File: src/rtl/mem_port_arbiter_pkg.sv
// Shared types for the core memory-port arbiter: FSM states, requester IDs,
// the LSU operation bundle and the request presented on the shared port.
package mem_port_arbiter_pkg;

  typedef enum logic [1:0] {ARB_IDLE, ARB_HOLD_IF, ARB_HOLD_LSU} arb_st_t;

  typedef enum logic {ARB_ID_IF, ARB_ID_LSU} arb_id_t;

  typedef enum logic [1:0] {NO_LSU, LSU_LOAD, LSU_STORE} lsu_op_typ_t;

  typedef enum logic [1:0] {SIZE_BYTE, SIZE_HALF, SIZE_WORD} mem_size_t;

  typedef struct packed {
    lsu_op_typ_t op_typ;
    mem_size_t   width;
    logic [31:0] addr;
    logic [31:0] wdata;
  } s_lsu_op_t;

  typedef struct packed {
    logic [31:0] addr;
    logic        we;
    mem_size_t   size;
    logic [31:0] wdata;
  } s_mem_req_t;

endpackage

File: src/rtl/arb_id_fifo.sv
// In-order FIFO of requester IDs, one entry per accepted-but-unanswered
// transaction. Each pointer carries a wrap bit to tell full from empty.
module arb_id_fifo
  import mem_port_arbiter_pkg::*;
#(
  parameter int DEPTH = 2
) (
  input  logic    clk,
  input  logic    rst,
  input  logic    push_i,
  input  arb_id_t id_i,
  input  logic    pop_i,
  output arb_id_t id_o,
  output logic    empty_o
);

  localparam int IW = (DEPTH > 1) ? $clog2(DEPTH) : 1;

  logic [IW-1:0] wr_idx_q, rd_idx_q;
  logic          wr_wrap_q, rd_wrap_q;
  arb_id_t       mem_q [DEPTH];
  logic          full, do_push, do_pop;

  function automatic logic [IW:0] bump(input logic [IW-1:0] idx, input logic wrap);
    if (idx == IW'(DEPTH - 1)) return {~wrap, {IW{1'b0}}};
    return {wrap, idx + IW'(1)};
  endfunction

  assign empty_o = (wr_idx_q == rd_idx_q) && (wr_wrap_q == rd_wrap_q);
  assign full    = (wr_idx_q == rd_idx_q) && (wr_wrap_q != rd_wrap_q);
  assign id_o    = mem_q[rd_idx_q];
  assign do_push = push_i && (!full || pop_i);
  assign do_pop  = pop_i && !empty_o;

  // NOTE: sequential state is written with <= so every flop samples the
  // pre-edge values, independent of block ordering in the simulator.
  always_ff @(posedge clk or negedge rst) begin
    if (!rst) begin
      wr_idx_q  <= '0;
      wr_wrap_q <= 1'b0;
      rd_idx_q  <= '0;
      rd_wrap_q <= 1'b0;
    end else begin
      if (do_push) {wr_wrap_q, wr_idx_q} <= bump(wr_idx_q, wr_wrap_q);
      if (do_pop)  {rd_wrap_q, rd_idx_q} <= bump(rd_idx_q, rd_wrap_q);
    end
  end

  // NOTE: storage is deliberately not reset; an entry is only read once the
  // pointers say it was written, so resetting it would buy nothing.
  always_ff @(posedge clk) begin
    if (do_push) mem_q[wr_idx_q] <= id_i;
  end

endmodule

File: src/rtl/mem_port_arbiter.sv
// Arbitrates the shared core memory port between instruction fetch and the LSU,
// tracks outstanding IDs in grant order and routes in-order responses back.
module mem_port_arbiter
  import mem_port_arbiter_pkg::*;
#(
  parameter int MAX_OUTSTANDING = 2,
  parameter int STARVE_LIMIT    = 4
) (
  input  logic        clk,
  input  logic        rst,
  input  logic        if_req_i,
  input  logic [31:0] if_addr_i,
  output logic        if_gnt_o,
  output logic        if_rvalid_o,
  input  s_lsu_op_t   lsu_i,
  output logic        lsu_bp_o,
  output logic        lsu_rvalid_o,
  output logic        mem_req_o,
  output logic [31:0] mem_addr_o,
  output logic        mem_we_o,
  output logic [1:0]  mem_size_o,
  output logic [31:0] mem_wdata_o,
  input  logic        mem_ready_i,
  input  logic        mem_rvalid_i,
  input  logic        mem_err_i,
  output logic        rsp_err_o
);

  localparam int CW = $clog2(MAX_OUTSTANDING + 1);
  localparam int SW = $clog2(STARVE_LIMIT + 1);

  arb_st_t    st_q;
  s_mem_req_t hold_q;
  logic [CW-1:0] cnt_q, cnt_d;
  logic [SW-1:0] starve_q, starve_d;

  logic       lsu_valid, slot_free, lsu_win, if_win;
  logic       req, hs, if_gnt, lsu_gnt, pop, fifo_empty;
  arb_id_t    head_id;
  s_mem_req_t if_req_s, lsu_req_s, cur_req;

  assign lsu_valid = lsu_i.op_typ != NO_LSU;
  assign slot_free = cnt_q != CW'(MAX_OUTSTANDING);

  assign if_req_s  = '{addr: if_addr_i, we: 1'b0, size: SIZE_WORD, wdata: '0};
  assign lsu_req_s = '{addr: lsu_i.addr, we: (lsu_i.op_typ == LSU_STORE),
                       size: lsu_i.width, wdata: lsu_i.wdata};

  // NOTE: every always_comb output gets a default first, so no path leaves a
  // signal unassigned and no latch is inferred.
  always_comb begin
    lsu_win = 1'b0;
    if_win  = 1'b0;
    cur_req = '0;
    case (st_q)
      ARB_IDLE: begin
        if (slot_free) begin
          if (lsu_valid && (starve_q < SW'(STARVE_LIMIT))) begin
            lsu_win = 1'b1;
            cur_req = lsu_req_s;
          end else if (if_req_i) begin
            if_win  = 1'b1;
            cur_req = if_req_s;
          end
        end
      end
      ARB_HOLD_IF: begin
        if_win  = 1'b1;
        cur_req = hold_q;
      end
      ARB_HOLD_LSU: begin
        lsu_win = 1'b1;
        cur_req = hold_q;
      end
      default: ;
    endcase
  end

  // Outputs are forced low while reset is held, even if requesters keep driving.
  assign req     = rst && (lsu_win || if_win);
  assign hs      = req && mem_ready_i;
  assign if_gnt  = hs && if_win;
  assign lsu_gnt = hs && lsu_win;
  assign pop     = rst && mem_rvalid_i && !fifo_empty;

  assign mem_req_o    = req;
  assign mem_addr_o   = req ? cur_req.addr : '0;
  assign mem_we_o     = req && cur_req.we;
  assign mem_size_o   = req ? cur_req.size : 2'b00;
  assign mem_wdata_o  = req ? cur_req.wdata : '0;
  assign if_gnt_o     = if_gnt;
  assign lsu_bp_o     = rst && lsu_valid && !lsu_gnt;
  assign if_rvalid_o  = pop && (head_id == ARB_ID_IF);
  assign lsu_rvalid_o = pop && (head_id == ARB_ID_LSU);
  assign rsp_err_o    = pop && mem_err_i;

  always_comb begin
    cnt_d    = cnt_q + CW'(hs) - CW'(pop);
    starve_d = starve_q;
    if (if_gnt) begin
      starve_d = '0;
    end else if (lsu_gnt && if_req_i && (starve_q < SW'(STARVE_LIMIT))) begin
      starve_d = starve_q + SW'(1);
    end
  end

  always_ff @(posedge clk or negedge rst) begin
    if (!rst) begin
      st_q     <= ARB_IDLE;
      hold_q   <= '0;
      cnt_q    <= '0;
      starve_q <= '0;
    end else begin
      cnt_q    <= cnt_d;
      starve_q <= starve_d;
      case (st_q)
        ARB_IDLE: begin
          if (req && !mem_ready_i) begin
            st_q   <= lsu_win ? ARB_HOLD_LSU : ARB_HOLD_IF;
            hold_q <= cur_req;
          end
        end
        default: begin
          if (mem_ready_i) st_q <= ARB_IDLE;
        end
      endcase
    end
  end

  arb_id_fifo #(.DEPTH(MAX_OUTSTANDING)) u_id_fifo (
    .clk     (clk),
    .rst     (rst),
    .push_i  (hs),
    .id_i    (lsu_win ? ARB_ID_LSU : ARB_ID_IF),
    .pop_i   (pop),
    .id_o    (head_id),
    .empty_o (fifo_empty)
  );

endmodule
File: config.mk
export PLATFORM = sky130hd
export DESIGN_NAME = mem_port_arbiter
export DESIGN_NICKNAME = d
export VERILOG_FILES = /design/src/rtl/mem_port_arbiter_pkg.sv /design/src/rtl/arb_id_fifo.sv /design/src/rtl/mem_port_arbiter.sv
export SDC_FILE = /design/constraint.sdc
export NUM_CORES = 1
export LEC_CHECK = 0
export CAP_MARGIN = 20
export CORE_ASPECT_RATIO = 0.9
export CORE_MARGIN = 1
export CORE_UTILIZATION = 42
export CTS_BUF_LIST = sky130_fd_sc_hd__clkbuf_4
export CTS_CLUSTER_SIZE = 14
export DETAILED_ROUTE_END_ITERATION = 12
export PLACE_DENSITY_LB_ADDON = 0.3
export RECOVER_POWER = 100
export SYNTH_ARGS = -nofsm -noshare
export SYNTH_HDL_FRONTEND = slang
export SYNTH_SLANG_ARGS = --single-unit
export TNS_END_PERCENT = 1
File: constraint.sdc
create_clock -name clk -period 2.2 [get_ports clk]
set_input_delay 0.44 -clock clk [delete_from_list [all_inputs] [get_ports clk]]
set_output_delay 0.44 -clock clk [all_outputs]
set_load 0.1 [all_outputs]
==> results.md <==
Status:
- The flow ran to the end, but the final reports show violations.
- The checks that failed: negative setup slack.

Critical path:
- The capturing point of the worst reg2reg path is cnt_q[1].
- STA classifies the critical path endpoint as an output pin.
- The worst setup path is of the flop to output pin kind.
- Across all register-to-register paths, the minimum setup slack is 0.11 ns.
- The worst setup path is launched from a flop.
- The depth of the most critical reg-to-reg path is 10.
- Along the worst path, the maximum fanout reaches 17.
- The beginning of the worst register-to-register path is st_q[1].
- Data on the critical path is required at its endpoint by 1.76 ns.
- The critical path data arrival time is 2.19 ns.

Cells and area:
- The antenna diode count is 0.
- Cells with a size suffix above 1 make up 34.2% of the layout.
- The net count of the finished layout is 926.
- The area used by multi-input combinational logic is 0.00328 mm2.
- The flip-flop and latch area is 0.00201 mm2.
- The count of cells in the finished layout, fillers not included, comes to 970.
- After routing the design area is 0.00892 mm2.
- The count of fill cells added during filler insertion is 665.
- Compared with the post-synthesis result, the final layout area differs by 85.8%.

Yosys:
- Sequential cells were found to cover 41.9% of the synthesized design area.
- The flop and latch count out of synthesis is 80.
- The post-synthesis cell count is 615.
- Summing every instance area after synthesis gives 0.00480 mm2.
- The number of different library cells used by synthesis comes to 42.
- Yosys printed 0 warnings.
- The per-instance average area after synthesis is 7.81 um2.
- Synthesis produced a netlist with a net count of 728.

Floorplan:
- From left edge to right edge, the die measures 115 um.
- Once the floorplan was initialized, standard cells occupied 43.7% of the core.
- The die covers 0.0119 mm2.
- Pin placement for this block handled 179 I/O pins.
- The total area inside the core boundary comes to 0.0110 mm2.
- The floorplan has 36 rows.
- The die height is 103 um.

Run:
- Across the run, the number of max-cap violations was 0.

Global route:
- Entering global routing, the biggest net connects 43 pins.
- The initial antenna violation count came to 0.
- For this run the aggregate overflow at the end of global routing stands at 0.
- The via count of the first global-routing pass was 5848.
- The first-pass GRT wire length is 28500 um.
- For this run, the total global-route usage over all layers was measured as 31.2%.

Placement:
- The HPWL after detailed placement is 12300 um.
- The placed instances occupy a cell area of 0.00847 mm2.
- The total placed cells including tap cells is 948.
- Port buffering added 178 buffers.
- At the end of routability-driven placement, the weighted congestion stood at 0.819.
- Before CTS, the worst setup slack after placement is -0.464 ns.

Drt:
- The wire length per cell after detailed routing is 18.7 um.
- After detailed routing, the number of remaining DRC violations is 0.
- Routed signal wires occupy layers up through met4.
- The length of the first detailed-routing pass in iterations is 5.
- Once detail routing completed, the nets flagged for antenna violations numbered 0.
- The via-per-instance ratio is 5.86.
- The initial detailed-routing violation count is 414.
- The routed length on met1 is 6970 um.
- The total length of routed met3 wires is 1090 um.
- The met2 wirelength from detailed routing is 9440 um.
- The final route contains 5681 vias.
- The routed design has 18100 um of wire.

Timing:
- The final-report max-slew violation count came to 0.
- The total of endpoints with negative setup slack in the final report is 70.
- The fmax is 0.380 GHz.
- After layout, the worst setup slack is -0.431 ns.
- The portion of the clock cycle consumed by the worst path in the final layout is 120%.
- The final worst clock skew is 0.0212 ns.
- Setup repair after global routing could not meet its margin everywhere.
- The slew of the pin with the lowest slew margin is 0.528 ns.
- The headroom to the max-slew limit is 64.8%.
- The number of hold violations in the final report is 0.
- The final period demand of the worst path is 2.63 ns.
- In the final timing run, aggregate negative setup slack is -26.81 ns.

Clock network:
- The total clock buffers created by CTS is 9.
- Clock-pin slew was measured on the worst setup and hold paths at 0.13 ns.
- The clock passes through at most 2 buffers.
- Counting every sink on the clock net gives 80.
- The insertion delay to the later sink of the worst-skew pair is 0.44 ns.
- The clock tree root driver cell is clkbuf_4.
- The CTS tree is yes.
- The number of H-tree levels is 3.

Power:
- Total power for the finished layout comes to 15400 uW.
- Combinational cells account for 77.4% of the total power.
- The clock network is responsible for 5.9% of the overall power.
- For this design the static power due to leakage is 0.00346 uW.
- Dividing total power by cell area gives a power density of 1730 mW/mm2.
- The portion of total power attributed to sequential cells is 16.8%.
- Summed over all nets, the switching power comes to 8500 uW.
- The internal portion of total power is 6900 uW.
- The switching share of power is 55.2%.
- The maximum VDD drop is 0.858 mV.

Min path:
- The tightest min-delay check is of the input port to async pin type.
==> kinds of logic after synthesis <==
family	Yosys count	share of synthesized area [%]
mux	3	0.651
simple gates	229	19.5
fa+ha+maj	7	1.82
compound gates	225	29.3
buf+inv	64	5.58
xor+xnor	7	1.28
flops	80	41.9
==> per-stage QoR <==
step	hold WS (ns)	utilization, %
3_3_place_gp	0.262	77.1
2_1_floorplan	0.144	-
6_report	0.0876	81.2
3_5_place_dp	0.263	77.1
5_1_grt	0.0915	81.2
4_1_cts	0.0572	80.5
==> cell type report <==
cell class                      instances  area share [%]
Clock buffer                           12            1.01
Inverter                                5           0.210
Sequential cell                        80            22.6
Clock inverter                          4           0.505
Multi-Input combinational cell        471            36.8
Timing Repair Buffer                  246            36.8
Tap cell                              152            2.13
==> worst max-delay path by stage <==
stage	startpoint	end	slack, ns	cells past startpoint
floorplan	st_q[0]	mem_wdata_o[10]	-0.77	9
global placement	lsu_i[67]	mem_addr_o[1]	-0.42	9
detailed placement	lsu_i[67]	mem_addr_o[10]	-0.46	9
CTS	starve_q[2]	mem_addr_o[6]	-0.40	9
global route	st_q[1]	mem_wdata_o[31]	-0.51	8
finish	st_q[1]	mem_addr_o[1]	-0.43	8
==> worst max-delay path, cell delays in order (launching register included) <==
cell	delay [ns]
dfrtp_1	0.44
inv_2	0.11
ha_2	0.23
nor2_4	0.07
a21boi_4	0.24
nand2_8	0.10
buf_12	0.19
nor2_4	0.16
buf_12	0.18
==> layer usage <==
metal  GRT usage (%)  vias to the layer above
met4            14.7                        0
li1                -                     2593
met3            5.77                       59
met2            57.4                      264
met1            35.5                     2765
met5               0                        -
==> cells in the mapped netlist <==
cell | number | area [um2]
nor2b_1 | 4 | 25.0
o21bai_1 | 1 | 7.51
a211o_1 | 1 | 8.76
a21boi_0 | 1 | 7.51
a22oi_1 | 34 | 255
nand2b_1 | 2 | 12.5
dfrtp_1 | 78 | 1950
o21ai_0 | 2 | 10.0
o22ai_1 | 1 | 6.26
o21ba_1 | 1 | 10.0
and3_1 | 2 | 12.5
o211a_1 | 1 | 10.0
nor2_1 | 72 | 270
a21oi_1 | 71 | 355
nand3_1 | 32 | 160
buf_6 | 1 | 11.3
o32a_1 | 1 | 10.0
nand2_1 | 111 | 417
nor3_1 | 1 | 5.00
o21ai_1 | 68 | 340
buf_2 | 16 | 80.1
a211oi_4 | 1 | 20.0
a41oi_1 | 2 | 17.5
nand3b_1 | 1 | 7.51
ha_1 | 7 | 87.6
a21boi_1 | 1 | 7.51
xnor2_1 | 5 | 43.8
or2_0 | 1 | 6.26
xor2_1 | 2 | 17.5
a32oi_1 | 33 | 289
nor3b_1 | 1 | 7.51
edfxtp_1 | 2 | 60.1
buf_1 | 2 | 7.51
inv_1 | 5 | 18.8
a22o_1 | 2 | 17.5
a21oi_2 | 1 | 8.76
mux2i_1 | 2 | 20.0
a31oi_1 | 2 | 12.5
clkbuf_1 | 40 | 150
and2_1 | 2 | 12.5
o211ai_2 | 1 | 12.5
mux2_2 | 1 | 11.3
==> flip-flops by register name, indices dropped and copies added (netlist names) <==
name / flops
hold_q: 67
starve_q: 3
cnt_q: 2
st_q: 2
u_id_fifo.mem_q: 2
u_id_fifo.rd_idx_q: 1
u_id_fifo.rd_wrap_q: 1
u_id_fifo.wr_idx_q: 1
u_id_fifo.wr_wrap_q: 1
==> placed cells by master (no fill, tap or decap), types with 12 or more instances in the layout <==
master,n
dfrtp_1,77
a21oi_1,38
nand2_1,109
nor2_4,67
buf_4,46
clkbuf_4,12
a21oi_2,33
buf_12,89
a32oi_1,33
a22oi_1,32
clkdlybuf4s50_1,102
nand3_1,32
o21ai_1,68
==> power by group through the flow <==
| stage | Clock (uW) | Combinational (uW) | Sequential, uW |
|---|---|---|---|
| floorplan | 0 | 7510 | 2420 |
| global placement | 0 | 11000 | 2510 |
| detailed placement | 0 | 11300 | 2570 |
| CTS | 909 | 11700 | 2570 |
| global route | 972 | 12500 | 2660 |
| finish | 903 | 11900 | 2580 |
==> timing repair <==
action | CTS | global route
hold endpoints to repair | 8 | 0
pin swaps | 16 | 3
setup endpoints to repair | 73 | 74
gates resized for setup | 42 | 17
gates cloned | 2 | 0
setup buffers | 3 | 0
hold buffers | 1 | 0
Note: power is estimated with default switching activity, not from simulation.
